**src/rtl/bus_pkg.sv**
```systemverilog
// Shared bus-cycle types and default wait-state constants.
// Used by the address decoder and the DTACK terminator.
package bus_pkg;

  typedef enum logic [2:0] {
    S_IDLE,
    S_WAIT,
    S_TMO,
    S_ACK,
    S_BERR
  } bus_state_t;

  typedef enum logic [1:0] {
    REG_NONE,
    REG_ROM,
    REG_RAM,
    REG_IO
  } region_t;

  localparam int ROM_WAIT_DEF = 2;
  localparam int RAM_WAIT_DEF = 0;
  localparam int IO_WAIT_DEF  = 4;
  localparam int TIMEOUT_DEF  = 255;
  localparam int CNT_W_DEF    = 8;

  // ROM wins over RAM, RAM over IO
  function automatic region_t region_of(
    input logic rom,
    input logic ram,
    input logic io
  );
    if (rom)      return REG_ROM;
    else if (ram) return REG_RAM;
    else if (io)  return REG_IO;
    else          return REG_NONE;
  endfunction

endpackage

```
**src/rtl/wait_counter.sv**
```systemverilog
// Loadable down-counter with enable and zero flag.
// Saturates at zero; shared by wait-state and timeout paths.
module wait_counter #(
  parameter int W = 8
) (
  input  logic         clk,
  input  logic         rst_n,
  input  logic         load,
  input  logic [W-1:0] load_val,
  input  logic         en,
  output logic         zero
);

  logic [W-1:0] cnt;

  always_ff @(posedge clk) begin
    if (!rst_n) begin
      cnt <= '0;
    end else if (load) begin
      cnt <= load_val;
    end else if (en && cnt != '0) begin
      cnt <= cnt - 1'b1;
    end
  end

  assign zero = (cnt == '0);

endmodule

```
**src/rtl/dtack_generator.sv**
```systemverilog
// 68000 bus-cycle terminator: per-region wait states, then DTACK_N,
// or BERR_N after a timeout on unmapped accesses.
module dtack_generator
  import bus_pkg::*;
#(
  parameter int ROM_WAIT = ROM_WAIT_DEF,
  parameter int RAM_WAIT = RAM_WAIT_DEF,
  parameter int IO_WAIT  = IO_WAIT_DEF,
  parameter int TIMEOUT  = TIMEOUT_DEF,
  parameter int CNT_W    = CNT_W_DEF
) (
  input  logic CPUCLK_IN,
  input  logic RUN_IN,
  input  logic ENABLE_EXECUTE_IN,
  input  logic AS_N_IN,
  input  logic ROM_SEL_IN,
  input  logic RAM_SEL_IN,
  input  logic IO_SEL_IN,
  output logic DTACK_N,
  output logic BERR_N,
  output logic BUS_BUSY
);

  if (ROM_WAIT >= 2**CNT_W || RAM_WAIT >= 2**CNT_W ||
      IO_WAIT >= 2**CNT_W || TIMEOUT >= 2**CNT_W) begin : g_bad_width
    $error("dtack_generator: wait/timeout exceeds CNT_W");
  end
  if (TIMEOUT < 1) begin : g_bad_tmo
    $error("dtack_generator: TIMEOUT must be >= 1");
  end

  localparam logic [CNT_W-1:0] ROM_LD = CNT_W'(ROM_WAIT);
  localparam logic [CNT_W-1:0] RAM_LD = CNT_W'(RAM_WAIT);
  localparam logic [CNT_W-1:0] IO_LD  = CNT_W'(IO_WAIT);
  localparam logic [CNT_W-1:0] TMO_LD = CNT_W'(TIMEOUT - 1);

  bus_state_t       state;
  region_t          sel_region;
  logic [CNT_W-1:0] load_val;
  logic             armed;
  logic             accept;
  logic             counting;
  logic             cnt_zero;

  assign sel_region = region_of(ROM_SEL_IN, RAM_SEL_IN, IO_SEL_IN);

  always_comb begin
    load_val = TMO_LD;
    unique case (sel_region)
      REG_ROM:  load_val = ROM_LD;
      REG_RAM:  load_val = RAM_LD;
      REG_IO:   load_val = IO_LD;
      REG_NONE: load_val = TMO_LD;
      default:  load_val = TMO_LD;
    endcase
  end

  // armed requires AS to have been seen high since the last accept/reset
  assign accept = (state == S_IDLE) && !AS_N_IN &&
                  ENABLE_EXECUTE_IN && armed;

  assign counting = (state == S_WAIT || state == S_TMO) &&
                    !AS_N_IN && ENABLE_EXECUTE_IN;

  wait_counter #(
    .W (CNT_W)
  ) u_cnt (
    .clk      (CPUCLK_IN),
    .rst_n    (RUN_IN),
    .load     (accept),
    .load_val (load_val),
    .en       (counting),
    .zero     (cnt_zero)
  );

  always_ff @(posedge CPUCLK_IN) begin
    if (!RUN_IN) begin
      state    <= S_IDLE;
      DTACK_N  <= 1'b1;
      BERR_N   <= 1'b1;
      BUS_BUSY <= 1'b0;
      armed    <= 1'b0;
    end else begin
      if (AS_N_IN) armed <= 1'b1;
      unique case (state)
        S_IDLE: begin
          if (accept) begin
            armed    <= 1'b0;
            BUS_BUSY <= 1'b1;
            state    <= (sel_region == REG_NONE) ? S_TMO : S_WAIT;
          end
        end
        S_WAIT, S_TMO: begin
          if (AS_N_IN) begin
            state    <= S_IDLE;
            BUS_BUSY <= 1'b0;
          end else if (ENABLE_EXECUTE_IN && cnt_zero) begin
            if (state == S_WAIT) begin
              state   <= S_ACK;
              DTACK_N <= 1'b0;
            end else begin
              state  <= S_BERR;
              BERR_N <= 1'b0;
            end
          end
        end
        S_ACK, S_BERR: begin
          if (AS_N_IN) begin
            state    <= S_IDLE;
            DTACK_N  <= 1'b1;
            BERR_N   <= 1'b1;
            BUS_BUSY <= 1'b0;
          end
        end
        default: state <= S_IDLE;
      endcase
    end
  end

endmodule

```
**config.mk**
```make
export PLATFORM = sky130hd
export DESIGN_NAME = dtack_generator
export DESIGN_NICKNAME = d
export VERILOG_FILES = /design/src/rtl/bus_pkg.sv /design/src/rtl/wait_counter.sv /design/src/rtl/dtack_generator.sv
export SDC_FILE = /design/constraint.sdc
export NUM_CORES = 1
export LEC_CHECK = 0
export CAP_MARGIN = 20
export CORE_UTILIZATION = 53
export CTS_CLUSTER_SIZE = 8
export DETAILED_ROUTE_END_ITERATION = 10
export PLACE_DENSITY = 0.76
export SYNTH_ARGS = -nofsm -noshare
export SYNTH_HDL_FRONTEND = slang
export SYNTH_SLANG_ARGS = --single-unit
```
**constraint.sdc**
```tcl
create_clock -name CPUCLK_IN -period 2.5 [get_ports CPUCLK_IN]
set_input_delay 0.375 -clock CPUCLK_IN [delete_from_list [all_inputs] [get_ports CPUCLK_IN]]
set_output_delay 0.375 -clock CPUCLK_IN [all_outputs]
set_load 0.1 [all_outputs]
```
==> results.sh <==
export IMPL_outcome="finished, final reports clean"
export IMPL_number_of_synthesized_flops_with_an_enable_pin=0
export IMPL_fp_coreArea_um2=1540
export IMPL_synth_main_ff_cell="dfxtp_1"
export IMPL_dp_hpwl_mm=1.35
export IMPL_vias_per_cell=6.33
export IMPL_via_count_of_the_first_global_routing_pass=739
export IMPL_maxSlewHeadroom_pct=63.3
export IMPL_routability_congestion_estimate=0.836
export IMPL_syn_inst=100
export IMPL_layout_commonest_cell="dfxtp_1"
export IMPL_report_final_slew_viol_count=0
export IMPL_cts_reportedPaths_clkPinSlew_ns=0.09
export IMPL_mostFrequentLayoutCells="15 x dfxtp_1, 8 x buf_4, 6 x inv_1, 6 x nand2_1, 6 x clkdlybuf4s50_1"
export IMPL_finalWorstPathRequiredPeriod_ns=2.02
export IMPL_drc_errors=0
export IMPL_seqPwrFrac_pct=52.8
export IMPL_cts_buffers_inserted=3
export IMPL_synth_async_reset_ratio_pct=0
export IMPL_post_synthesis_sequential_area_ratio_pct=33.6
export IMPL_fin_skew_ns=0.00126
export IMPL_grtUsageTotal_pct=23.3
export IMPL_period_share_pct=80.6
export IMPL_share_clk_of_total_power_pct=29.0
export IMPL_post_synth_num_cell_types=44
export IMPL_floorplan_die_width_um=43.1
export IMPL_synth_seq_cells=15
export IMPL_insertion_delay_ns=0.29
export IMPL_port_buffer_count=9
export IMPL_cellPowerDensity_nw_per_um2=469
export IMPL_grt_start_max_net_pins=13
export IMPL_initial_utilization_pct=58.0
export IMPL_intPower_mw=0.346
export IMPL_report_final_setup_viol=0
export IMPL_peakVddDrop_v=0.000329
export IMPL_unrepaired_setup_endpoints_after_global_routing="no"
export IMPL_post_synth_main_area_contributors="dfxtp_1 34%, ha_1 5.6%, xnor2_1 2.9%"
export IMPL_mean_routed_wirelength_per_cell_um=14.1
export IMPL_timing_max_cap_violations=0
export IMPL_worstSetupStartpointType="input pin"
export IMPL_data_required_critical_path_ns=2.66
export IMPL_cts_root_buf="clkbuf_4"
export IMPL_power_leakage_nw=0.407
export IMPL_hold_depth=2
export IMPL_post_synth_cell_area_avg_um2=8.93
export IMPL_timing_critical_path_arrival_ns=2.18
export IMPL_final_layout_size_suffix_gt1_share_pct=14.2
export IMPL_worst_setup_path_endpoint="u_cnt.cnt[7]"
export IMPL_synth_warnings=0
export IMPL_n_antenna_cell=0
export IMPL_synthesis_nets=111
export IMPL_synth_top_area_cell="dfxtp_1"
export IMPL_grt_first_pass_wirelength_mm=3.20
export IMPL_layout_area_overhead_vs_synth_pct=15.8
export IMPL_core_rowCount=14
export IMPL_drt_pre_antenna_iters=4
export IMPL_totalWireLength_mm=1.81
export IMPL_cts_root_to_sink_buffers=2
export IMPL_reg2reg_setup_slack_ns=0.52
export IMPL_combinationalPowerShare_pct=18.2
export IMPL_vias=816
export IMPL_post_cts_setup_buffer_count=0
export IMPL_synth_largest_type_area_fraction_pct=33.6
export IMPL_timing_hold_violations_final=0
export IMPL_tritoncts="done"
export IMPL_power_switching_mw=0.140
export IMPL_antenna_found_initial=0
export IMPL_detailedRoute_firstIterationViolations=24
export IMPL_crit_path_end_kind="register"
export IMPL_worstReg2RegStart="u_cnt.cnt[0]"
export IMPL_crit_reg2reg_capture="u_cnt.cnt[3]"
export IMPL_critical_path_fanout_max=5
export IMPL_design_power_total_mw=0.486
export IMPL_launching_instance_or_port_of_the_critical_path="ENABLE_EXECUTE_IN"
export IMPL_htree_num_levels=1
export IMPL_path_class="input pin to register"
export IMPL_layout_core_utilization_pct=67.1
export IMPL_antenna_violating_nets_remaining=0
export IMPL_power_switching_fraction_pct=28.7
export IMPL_number_of_sinks_handled_by_clock_tree_synthesis=15
export IMPL_timing_setup_tns_ns=0
export IMPL_cts_resized_gates=0
export IMPL_die_y_um=43.1
export IMPL_hold_path_class="register to register"
export IMPL_syn_cell_area_um2=893
export IMPL_final_nets=125
export IMPL_hold_buffers=0
export IMPL_worst_slew_pin_transition_ns=0.543
export IMPL_ios=10
export IMPL_max_clock_freq_mhz=496
export IMPL_die_area_um2=1850
export IMPL_grt_overflow=0
export IMPL_worstRegToRegCells=7
## cell usage after synthesis, types with 2 or more instances
master and number:
a21oi_1 3, a31oi_1 3, ha_1 4, nand2_1 6, nand4_1 3, nor4b_1 2, nor2_1 5, dfxtp_1 15
o21ai_1 2, a21boi_1 2, xnor2_1 3, nand3b_1 3, a311oi_1 2, mux2i_1 2, and3_1 2, clkbuf_1 4
o31ai_1 3, inv_1 6, o21ai_0 2, nor3_1 2, or4_1 3
## registers in the layout, indices dropped and copies added, names as in the netlist
| signal | flops |
|---|---|
| BERR_N | 1 |
| BUS_BUSY | 1 |
| DTACK_N | 1 |
| armed | 1 |
| state | 3 |
| u_cnt.cnt | 8 |
## power by group through the flow
stage	Clock, mW	Combinational [mW]	Sequential [mW]
after global placement	0	0.0863	0.261
after detailed placement	0	0.0876	0.261
after global routing	0.160	0.0987	0.258
after CTS	0.145	0.0883	0.256
after floorplan	0	0.0547	0.263
final	0.141	0.0885	0.256
## worst max-delay path: stages
cell,delay [ns]
clkdlybuf4s50_1,0.47
buf_4,0.13
nor4b_1,0.45
nand3b_1,0.17
o21ai_0,0.46
nor3_1,0.12
## final cells by class
cell class / instances / area (µm²)
clock inverters: 1 / 5.00
multi-input cells: 74 / 544
clock buffers: 3 / 22.5
flip-flops and latches: 15 / 300
repair buffers: 14 / 120
inverters: 6 / 22.5
well taps: 16 / 20.0
fillers: 121 / 507
## logic make-up (layout without fill, tap and decap cells)
group | count (synthesis) | in the layout | synth area share [%]
adder cells (fa/ha/maj) | 4 | 4 | 5.60
AND/OR/NAND/NOR | 36 | 36 | 26.3
AO/OA/AOI/OAI | 28 | 28 | 22.6
multiplexers | 3 | 3 | 3.50
XOR/XNOR | 3 | 3 | 2.94
buffers and inverters | 11 | 24 | 5.46
flip-flops | 15 | 15 | 33.6
## worst min-delay path by stage
stage | from | to | slack (ns)
CTS | BERR_N | BERR_N | 0.48
global placement | BERR_N | BERR_N | 0.45
floorplan | armed | armed | 0.48
global route | BERR_N | BERR_N | 0.52
finish | BERR_N | BERR_N | 0.48
detailed placement | DTACK_N | DTACK_N | 0.46
## per-layer routing
metal,share of wire [%],GRT usage [%],routed length (µm),vias up
met3,4.8,7.66,87,2
li1,-,-,-,409
met2,46,37.3,833,24
met5,0,0,0,-
met1,49,30.4,882,381
met4,0.61,5.45,11,0
## stage by stage
stage	hold slack [ns]	worst slack, ns	instances	area (µm²)
after floorplan	0.479	0.682	100	893
after global placement	0.453	0.231	125	1010
after detailed placement	0.464	0.195	125	1010
after CTS	0.483	0.498	129	1030
after global routing	0.522	0.411	129	1030
final	0.476	0.484	129	1030
Note: power is estimated with default switching activity, not from simulation.
